--- config.mk ---
export PLATFORM = sky130hd
export DESIGN_NAME = pbs_battle_datapath
export DESIGN_NICKNAME = d
export VERILOG_FILES = /design/src/rtl/pbs_battle_datapath.sv
export SDC_FILE = /design/constraint.sdc
export NUM_CORES = 1
export LEC_CHECK = 0
export ABC_AREA = 1
export ABC_CLOCK_PERIOD_IN_PS = 1400
export BUFFER_PORTS_ARGS = -buffer_cell sky130_fd_sc_hd__buf_2
export CORE_MARGIN = 2
export CORE_UTILIZATION = 50
export CTS_CLUSTER_DIAMETER = 50
export DETAILED_ROUTE_END_ITERATION = 7
export GPL_TIMING_DRIVEN = 0
export PLACE_DENSITY = 0.69
export SLEW_MARGIN = 40
export SYNTH_ARGS = -nofsm -noshare
export SYNTH_HDL_FRONTEND = slang
export SYNTH_SLANG_ARGS = --single-unit
--- constraint.sdc ---
create_clock -name clk -period 1.4 [get_ports clk]
set_input_delay 0.28 -clock clk [delete_from_list [all_inputs] [get_ports clk]]
set_output_delay 0.28 -clock clk [all_outputs]
set_load 0.005 [all_outputs]
--- src/rtl/pbs_battle_datapath.sv ---
// Battle responder datapath: owns both HP registers and latched moves, drains damage one HP point per step.
// Latency k*DRAIN_CYCLES+2 cycles from the request edge; requests arriving while busy are dropped.
module pbs_battle_datapath #(
  parameter int HP_W         = 4,
  parameter int MAX_HP       = 15,
  parameter int DRAIN_CYCLES = 1
) (
  input  logic            clk,
  input  logic            reset,
  input  logic            load_pm,
  input  logic [1:0]      p_move,
  input  logic [1:0]      ai_move,
  input  logic            apply_damage,
  input  logic            active_trainer,
  input  logic            target,
  output logic [HP_W-1:0] p_hp,
  output logic [HP_W-1:0] ai_hp,
  output logic            busy,
  output logic            done,
  output logic            err_self_target,
  output logic            p_fainted,
  output logic            ai_fainted
);

  localparam int                CNT_W    = (DRAIN_CYCLES > 1) ? $clog2(DRAIN_CYCLES) : 1;
  localparam logic [HP_W-1:0]   HP_FULL  = HP_W'(MAX_HP);
  localparam logic [CNT_W-1:0]  CNT_LAST = CNT_W'(DRAIN_CYCLES - 1);

  typedef enum logic [1:0] {S_IDLE, S_CALC, S_DRAIN, S_DONE} state_t;

  state_t            state_q, state_d;
  logic [HP_W-1:0]   p_hp_q, p_hp_d, ai_hp_q, ai_hp_d;
  logic [1:0]        p_mv_q, p_mv_d, ai_mv_q, ai_mv_d;
  logic              apply_q;
  logic              tgt_q, tgt_d;
  logic [2:0]        pow_q, pow_d, rem_q, rem_d;
  logic [CNT_W-1:0]  cnt_q, cnt_d;
  logic              err_q, err_d;
  logic              req, self_hit, step;
  logic [HP_W-1:0]   tgt_hp;

  function automatic logic [2:0] move_power(input logic [1:0] mv);
    return {1'b0, mv} + 3'd1;
  endfunction

  assign req      = apply_damage & ~apply_q;
  assign self_hit = (target == active_trainer);
  assign tgt_hp   = tgt_q ? ai_hp_q : p_hp_q;
  assign step     = (cnt_q == CNT_LAST);

  always_ff @(posedge clk) begin
    if (reset) state_q <= S_IDLE;
    else       state_q <= state_d;
  end

  always_comb begin
    state_d = state_q;
    case (state_q)
      S_IDLE:  if (req && !self_hit) state_d = S_CALC;
      S_CALC:  state_d = (tgt_hp == '0) ? S_DONE : S_DRAIN;
      // The last step lands on the same edge that enters DONE.
      S_DRAIN: if (step && (rem_q == 3'd1 || tgt_hp == HP_W'(1))) state_d = S_DONE;
      S_DONE:  state_d = S_IDLE;
      default: state_d = S_IDLE;
    endcase
  end

  always_comb begin
    busy = (state_q != S_IDLE);
    done = (state_q == S_DONE);
  end

  always_comb begin
    p_hp_d  = p_hp_q;
    ai_hp_d = ai_hp_q;
    p_mv_d  = p_mv_q;
    ai_mv_d = ai_mv_q;
    tgt_d   = tgt_q;
    pow_d   = pow_q;
    rem_d   = rem_q;
    cnt_d   = cnt_q;
    err_d   = 1'b0;
    case (state_q)
      S_IDLE: begin
        if (load_pm) begin
          p_mv_d  = p_move;
          ai_mv_d = ai_move;
        end
        // Power comes from the moves latched before this edge, so a coincident load applies next time.
        if (req) begin
          if (self_hit) begin
            err_d = 1'b1;
          end else begin
            tgt_d = target;
            pow_d = move_power(active_trainer ? ai_mv_q : p_mv_q);
          end
        end
      end
      S_CALC: begin
        rem_d = pow_q;
        cnt_d = '0;
      end
      S_DRAIN: begin
        if (step) begin
          cnt_d = '0;
          rem_d = rem_q - 3'd1;
          if (tgt_hp != '0) begin
            if (tgt_q) ai_hp_d = ai_hp_q - HP_W'(1);
            else       p_hp_d  = p_hp_q - HP_W'(1);
          end
        end else begin
          cnt_d = cnt_q + CNT_W'(1);
        end
      end
      default: ;
    endcase
  end

  always_ff @(posedge clk) begin
    if (reset) begin
      p_hp_q  <= HP_FULL;
      ai_hp_q <= HP_FULL;
      p_mv_q  <= '0;
      ai_mv_q <= '0;
      apply_q <= 1'b0;
      tgt_q   <= 1'b0;
      pow_q   <= '0;
      rem_q   <= '0;
      cnt_q   <= '0;
      err_q   <= 1'b0;
    end else begin
      p_hp_q  <= p_hp_d;
      ai_hp_q <= ai_hp_d;
      p_mv_q  <= p_mv_d;
      ai_mv_q <= ai_mv_d;
      apply_q <= apply_damage;
      tgt_q   <= tgt_d;
      pow_q   <= pow_d;
      rem_q   <= rem_d;
      cnt_q   <= cnt_d;
      err_q   <= err_d;
    end
  end

  assign p_hp            = p_hp_q;
  assign ai_hp           = ai_hp_q;
  assign err_self_target = err_q;
  assign p_fainted       = (p_hp_q == '0);
  assign ai_fainted      = (ai_hp_q == '0);

endmodule

==> results_dict.tcl, run 1 <==
set metrics [dict create \
    status "complete, but fails checks" \
    violations "setup timing" \
    setup_tns_ns -0.0212 \
    ys.warnings.count 0 \
    p_int_mw 1.41 \
    rsz0062_at_grt "yes" \
    core_area_sq_mm 0.00223 \
    synth-seq-cells 23 \
    antenna_found_initial 0 \
    slew_violations 0 \
    synth_nets 183 \
    htreeDepth 1 \
    root_buffer "clkbuf_4" \
    cpPeakStageDelay_ns 0.36 \
    max-cap-violations 0 \
    rrSetupSlack_ns 0.07 \
    whs_ns 0.179 \
    end_kind "primary output" \
    ios 23 \
    worstMarginPinSlew_ns 0.513 \
    die_w_um 52.7 \
    ant_nets 0 \
    clock_skew_ns 0.0105 \
    clk_pin_slew_ns 0.14 \
    area_growth_pct 31.9 \
    grt_max_degree 13 \
    dr.pass1.iters 4 \
    power.leakage_nw 0.712 \
    yosysUniqueCellTypes 20 \
    arrival_ns 1.13 \
    num_antenna_cells 0 \
    cts_inserted_buffers 3 \
    combPwrFrac_pct 47.1 \
    clkLatencyLatePin_ns 0.31 \
    cts_max_path_buffers 2 \
    drt-wirelength-per-cell_um 11.9 \
    seq_area_frac_synth_pct 38.9 \
    grt_pass1_vias 1096 \
    post_layout_nonfiller_instances 228 \
    min_period_ns 1.41 \
    gp_congestion 0.807 \
    die_area_sq_mm 0.00278 \
    cpLargestDelayFamily "flip-flops" \
    grt_use_total_pct 21.7 \
    timing.fmax_ghz 0.708 \
    clkPwrFrac_pct 13.4 \
    drive_above_1_share_pct 35.0 \
    syn_inst 163 \
    vias 1164 \
    setup_slack_ns -0.0122 \
    hold_buffers 0 \
    seq_power_share_pct 39.6 \
    setup_viol 2 \
    critPathBufInv 2 \
    hold_path.class "primary input to register" \
    grt_overflow 0 \
    path_max_fanout 2 \
    drt_wl_total_um 2720 \
    viasPerCell 5.11 \
    power_mw 2.33 \
    syn_area_sq_mm 0.00118 \
    vdd_drop_max_mv 0.969 \
    setup.worst_path.start_class "register" \
    swShare_pct 39.4 \
    slew_headroom_pct 65.8 \
    crit_chain "inv_2, ha_4, nor3b_2, buf_2" \
    clock-sinks 23 \
    drtIter0Drc 10 \
    rows 17 \
    place_hpwl_um 1870 \
    dp_slack_ns -0.0843 \
    slowest_stage "dfxtp_2" \
    finalCritPeriodShare_pct 101 \
    grt_pass1_wl_um 4520 \
    initial_core_util_pct 53.1 \
    timing_worst_setup_path_type "register to primary output" \
    place_inst 213 \
    io_buffers 22 \
    cts_tree "done" \
    switchingPower_mw 0.920 \
    hold_violations 0 \
    drc 0 \
    die_h_um 52.7 \
    crit_required_ns 1.12 \
    final_nets 221 \
    avgSynthCellArea_sq_um 7.27 \
    power-per-cell-area_mw_per_mm2 1490 \
]
==> worst register-to-register path, delay by kind of cell (launching register included) <==
family	cells	cell delay, ns
buffers and inverters	2	0.22
AND/OR/NAND/NOR	2	0.14
AO/OA/AOI/OAI	2	0.30
flip-flops	1	0.37
adder cells (fa/ha/maj)	1	0.18
==> placed cells by master (no fill, tap or decap), types with 2 or more instances in the layout <==
cell and instances:
nand2_1 35, buf_2 21, o21ai_0 15, inv_1 14, nor2_1 14, dfxtp_1 14
nand3_1 11, buf_4 10, a21oi_1 8, dfxtp_2 7, ha_1 6, inv_2 5
nand2_2 5, o211ai_1 4, ha_4 4, inv_4 3, xor2_1 3, clkbuf_4 3
nor3b_2 2, clkbuf_1 2, buf_6 2, dfxtp_4 2
==> repair_timing <==
| action | 4_1_cts | 5_1_grt |
|---|---|---|
| endpoints found under the setup margin | 15 | 15 |
| gates cloned | 0 | 0 |
| pin swaps | 2 | 4 |
| gates resized for setup | 21 | 20 |
| buffers inserted | 8 | 3 |
==> synth_stat cells <==
cell      count  area share, %
nand2_1      38             12
o21bai_1      1           0.63
a21oi_2       1           0.74
nor3b_1       2            1.3
a221oi_1      1           0.74
o21ai_0      15            6.3
nand3_1      11            4.6
dfxtp_1      23             39
o21ai_1       1           0.42
o211ai_1      4            2.5
inv_1        22            7.0
a21oi_1       9            3.8
inv_2         1           0.32
nand2_2       3            1.6
nor2_4        1           0.95
clkbuf_1      1           0.32
xor2_1        3            2.2
clkinv_1      1           0.32
ha_1         10             11
nor2_1       15            4.8
==> flip-flops by register name, indices dropped and copies added, names as in the netlist <==
signal,count
pow_q,3
p_mv_q,2
tgt_q,1
ai_hp,4
err_self_target,1
ai_mv_q,2
apply_q,1
state_q,2
p_hp,4
rem_q,3
==> power groups by stage <==
stage	Combinational (mW)	Clock (mW)	Sequential (mW)
after detailed placement	0.789	0	0.920
after CTS	0.937	0.320	0.903
final	1.10	0.312	0.922
after global routing	1.24	0.340	0.940
after floorplan	0.585	0	0.900
after global placement	0.748	0	0.914
==> final timing paths <==
check	startpoint	end	cells past startpoint
setup / recovery	ai_hp[0]	ai_fainted	4
hold / removal	apply_damage	apply_q	3
setup reg to reg	state_q[0]	p_hp[3]	7
hold reg to reg	pow_q[2]	pow_q[2]	2
==> final cells by class <==
type / count / area [sq um]
buffer: 1 / 3.75
clock buffer: 4 / 26.3
fill: 196 / 671
inverter: 24 / 101
multi-input combinational: 115 / 717
sequential: 23 / 477
tap: 28 / 35.0
timing repair buffer: 33 / 203
==> through the flow <==
stage | util [%] | area, sq um
global route | 70.0 | 1560
floorplan | - | 1180
global placement | 59.6 | 1330
CTS | 66.0 | 1470
finish | 70.0 | 1560
detailed placement | 59.6 | 1330
==> routing by layer <==
layer	vias to the layer above	wire length (um)	global-route usage, %
li1	596	-	-
met3	2	95	2.57
met2	29	1360	39.4
met4	0	14	5.13
met5	-	0	0
met1	537	1250	27.0
==> kinds of logic after synthesis <==
family                   after synthesis  share of synthesized area [%]
adder cells (fa/ha/maj)               10                           10.6
buffers and inverters                 25                           7.92
AND/OR/NAND/NOR                       70                           25.2
AO/OA/AOI/OAI                         32                           15.2
XOR/XNOR                               3                           2.22
flip-flops                            23                           38.9
Power figures use the tool's default switching activity.
==> inputs of run 2 (changes only) <==
Settings changed: CAP_MARGIN set to 5, CTS_BUF_LIST set to sky130_fd_sc_hd__clkbuf_8.
==> run 2 against run 1 <==
The run now ends clean. Sequential power increased by 1%. Hold slack improved by 0.054 ns. Sequential cell count unchanged. Cell area increased by 0.16%. Via count decreased by 1.4%. Die area unchanged. Wire length decreased by 2.2%. Non-clock buffer count unchanged. Fmax increased by 4.6%. Clock power increased by 28%. Final cell count unchanged.
==> results_dict.tcl, run 2 (synthesis gave the netlist of run 1 again) <==
set metrics [dict create \
    status "finished clean" \
    hold_violations 0 \
    area_growth_pct 32.1 \
    final_cell_mix "36 x nand2_1, 22 x buf_2, 15 x inv_1, 15 x dfxtp_1" \
    cts_tree "done" \
    end_kind "primary output" \
    setup_slack_ns 0.0504 \
    io_buffers 22 \
    power_mw 2.34 \
    cpLargestDelayFamily "flip-flops" \
    rows 17 \
    slew_violations 0 \
    viasPerCell 5.04 \
    stdcell_area_sq_mm 0.00157 \
    vias 1148 \
    root_buffer "clkbuf_8" \
    num_antenna_cells 0 \
    drtIter0Drc 27 \
    crit_required_ns 1.12 \
    place_hpwl_um 1870 \
    grt_overflow 0 \
    power.leakage_nw 0.723 \
    die_w_um 52.7 \
    grt_use_total_pct 20.8 \
    path_max_fanout 2 \
    dr.pass1.iters 4 \
    drive_above_1_share_pct 34.0 \
    place_inst 213 \
    timing.fmax_ghz 0.741 \
    antenna_found_initial 0 \
    final_common_cell "nand2_1" \
    cpPeakStageDelay_ns 0.34 \
    initial_core_util_pct 53.1 \
    gp_congestion 0.807 \
    finalCritPeriodShare_pct 96.4 \
    clock-sinks 23 \
    timing_worst_setup_path_type "register to primary output" \
    clk_pin_slew_ns 0.08 \
    hold_buffers 0 \
    crit_chain "inv_2, ha_4, nor3b_2, buf_2" \
    rrSetupSlack_ns 0.09 \
    drt-wirelength-per-cell_um 11.7 \
    dp_slack_ns -0.0843 \
    grt_max_degree 13 \
    hold_path.class "primary input to register" \
    htreeDepth 1 \
    grt_pass1_vias 1076 \
    setup_viol 0 \
    setup_tns_ns 0 \
    clock_skew_ns 0.00265 \
    place_area_sq_mm 0.00133 \
    max-cap-violations 0 \
    arrival_ns 1.07 \
    utilization_pct 70.1 \
    die_area_sq_mm 0.00278 \
    post_layout_nonfiller_instances 228 \
    final_nets 221 \
    ant_nets 0 \
    ios 23 \
    rsz0062_at_grt "yes" \
    min_period_ns 1.35 \
    core_area_sq_mm 0.00223 \
    worstMarginPinSlew_ns 0.506 \
    clkLatencyLatePin_ns 0.26 \
    slowest_stage "dfxtp_2" \
    cts_inserted_buffers 3 \
    drt_wl_total_um 2660 \
    grt_pass1_wl_um 4330 \
    critPathBufInv 2 \
    vdd_drop_max_mv 1.03 \
    slew_headroom_pct 66.3 \
    setup.worst_path.start_class "register" \
    drc 0 \
    whs_ns 0.233 \
    cts_max_path_buffers 2 \
    power-per-cell-area_mw_per_mm2 1500 \
    die_h_um 52.7 \
]
## run 2: cell types whose count changed in the layout (fill, tap and decap cells not counted), moves of 2 or more
cell,previous run,this run
dfxtp_2,7,5
clkbuf_4,3,0
inv_4,3,1
clkbuf_8,0,3
inv_2,5,7
buf_6,2,0
## run 2: layout make-up
type / instances / area (sq um)
Inverter: 24 / 96.3
Timing Repair Buffer: 33 / 193
Clock inverter: 1 / 3.75
Sequential cell: 23 / 478
Buffer: 1 / 3.75
Tap cell: 28 / 35.0
Multi-Input combinational cell: 115 / 714
Fill cell: 196 / 668
Clock buffer: 3 / 41.3
## run 2: worst paths after layout
kind              cells past startpoint          from         end
setup / recovery                      4      ai_hp[0]  ai_fainted
hold / removal                        3  apply_damage     apply_q
setup reg to reg                      7      ai_hp[2]     p_hp[3]
hold reg to reg                       2      pow_q[2]    pow_q[2]
## run 2: per-layer routing
metal  vias up  GRT usage, %  wire length, um
met5         -             0                0
met4         0          6.41                9
met3         2          2.57               79
met2        25          37.5             1330
met1       523          25.4             1240
li1        598             -                -
## run 2: report_power, final
part | switching [mW] | leakage [nW] | internal, mW
logic | 0.572 | 0.508 | 0.442
registers | 0.117 | 0.188 | 0.815
clock network | 0.202 | 0.0269 | 0.195
total | 0.891 | 0.723 | 1.45
## run 2: worst min-delay path: stages
cell	delay (ns)
buf_2	0.08
inv_1	0.04
nor2_1	0.07
## run 2: repair_timing
item | CTS | global route
gates resized for setup | 14 | 23
setup endpoints to repair | 15 | 16
setup buffers | 5 | 6
pin swaps | 1 | 5
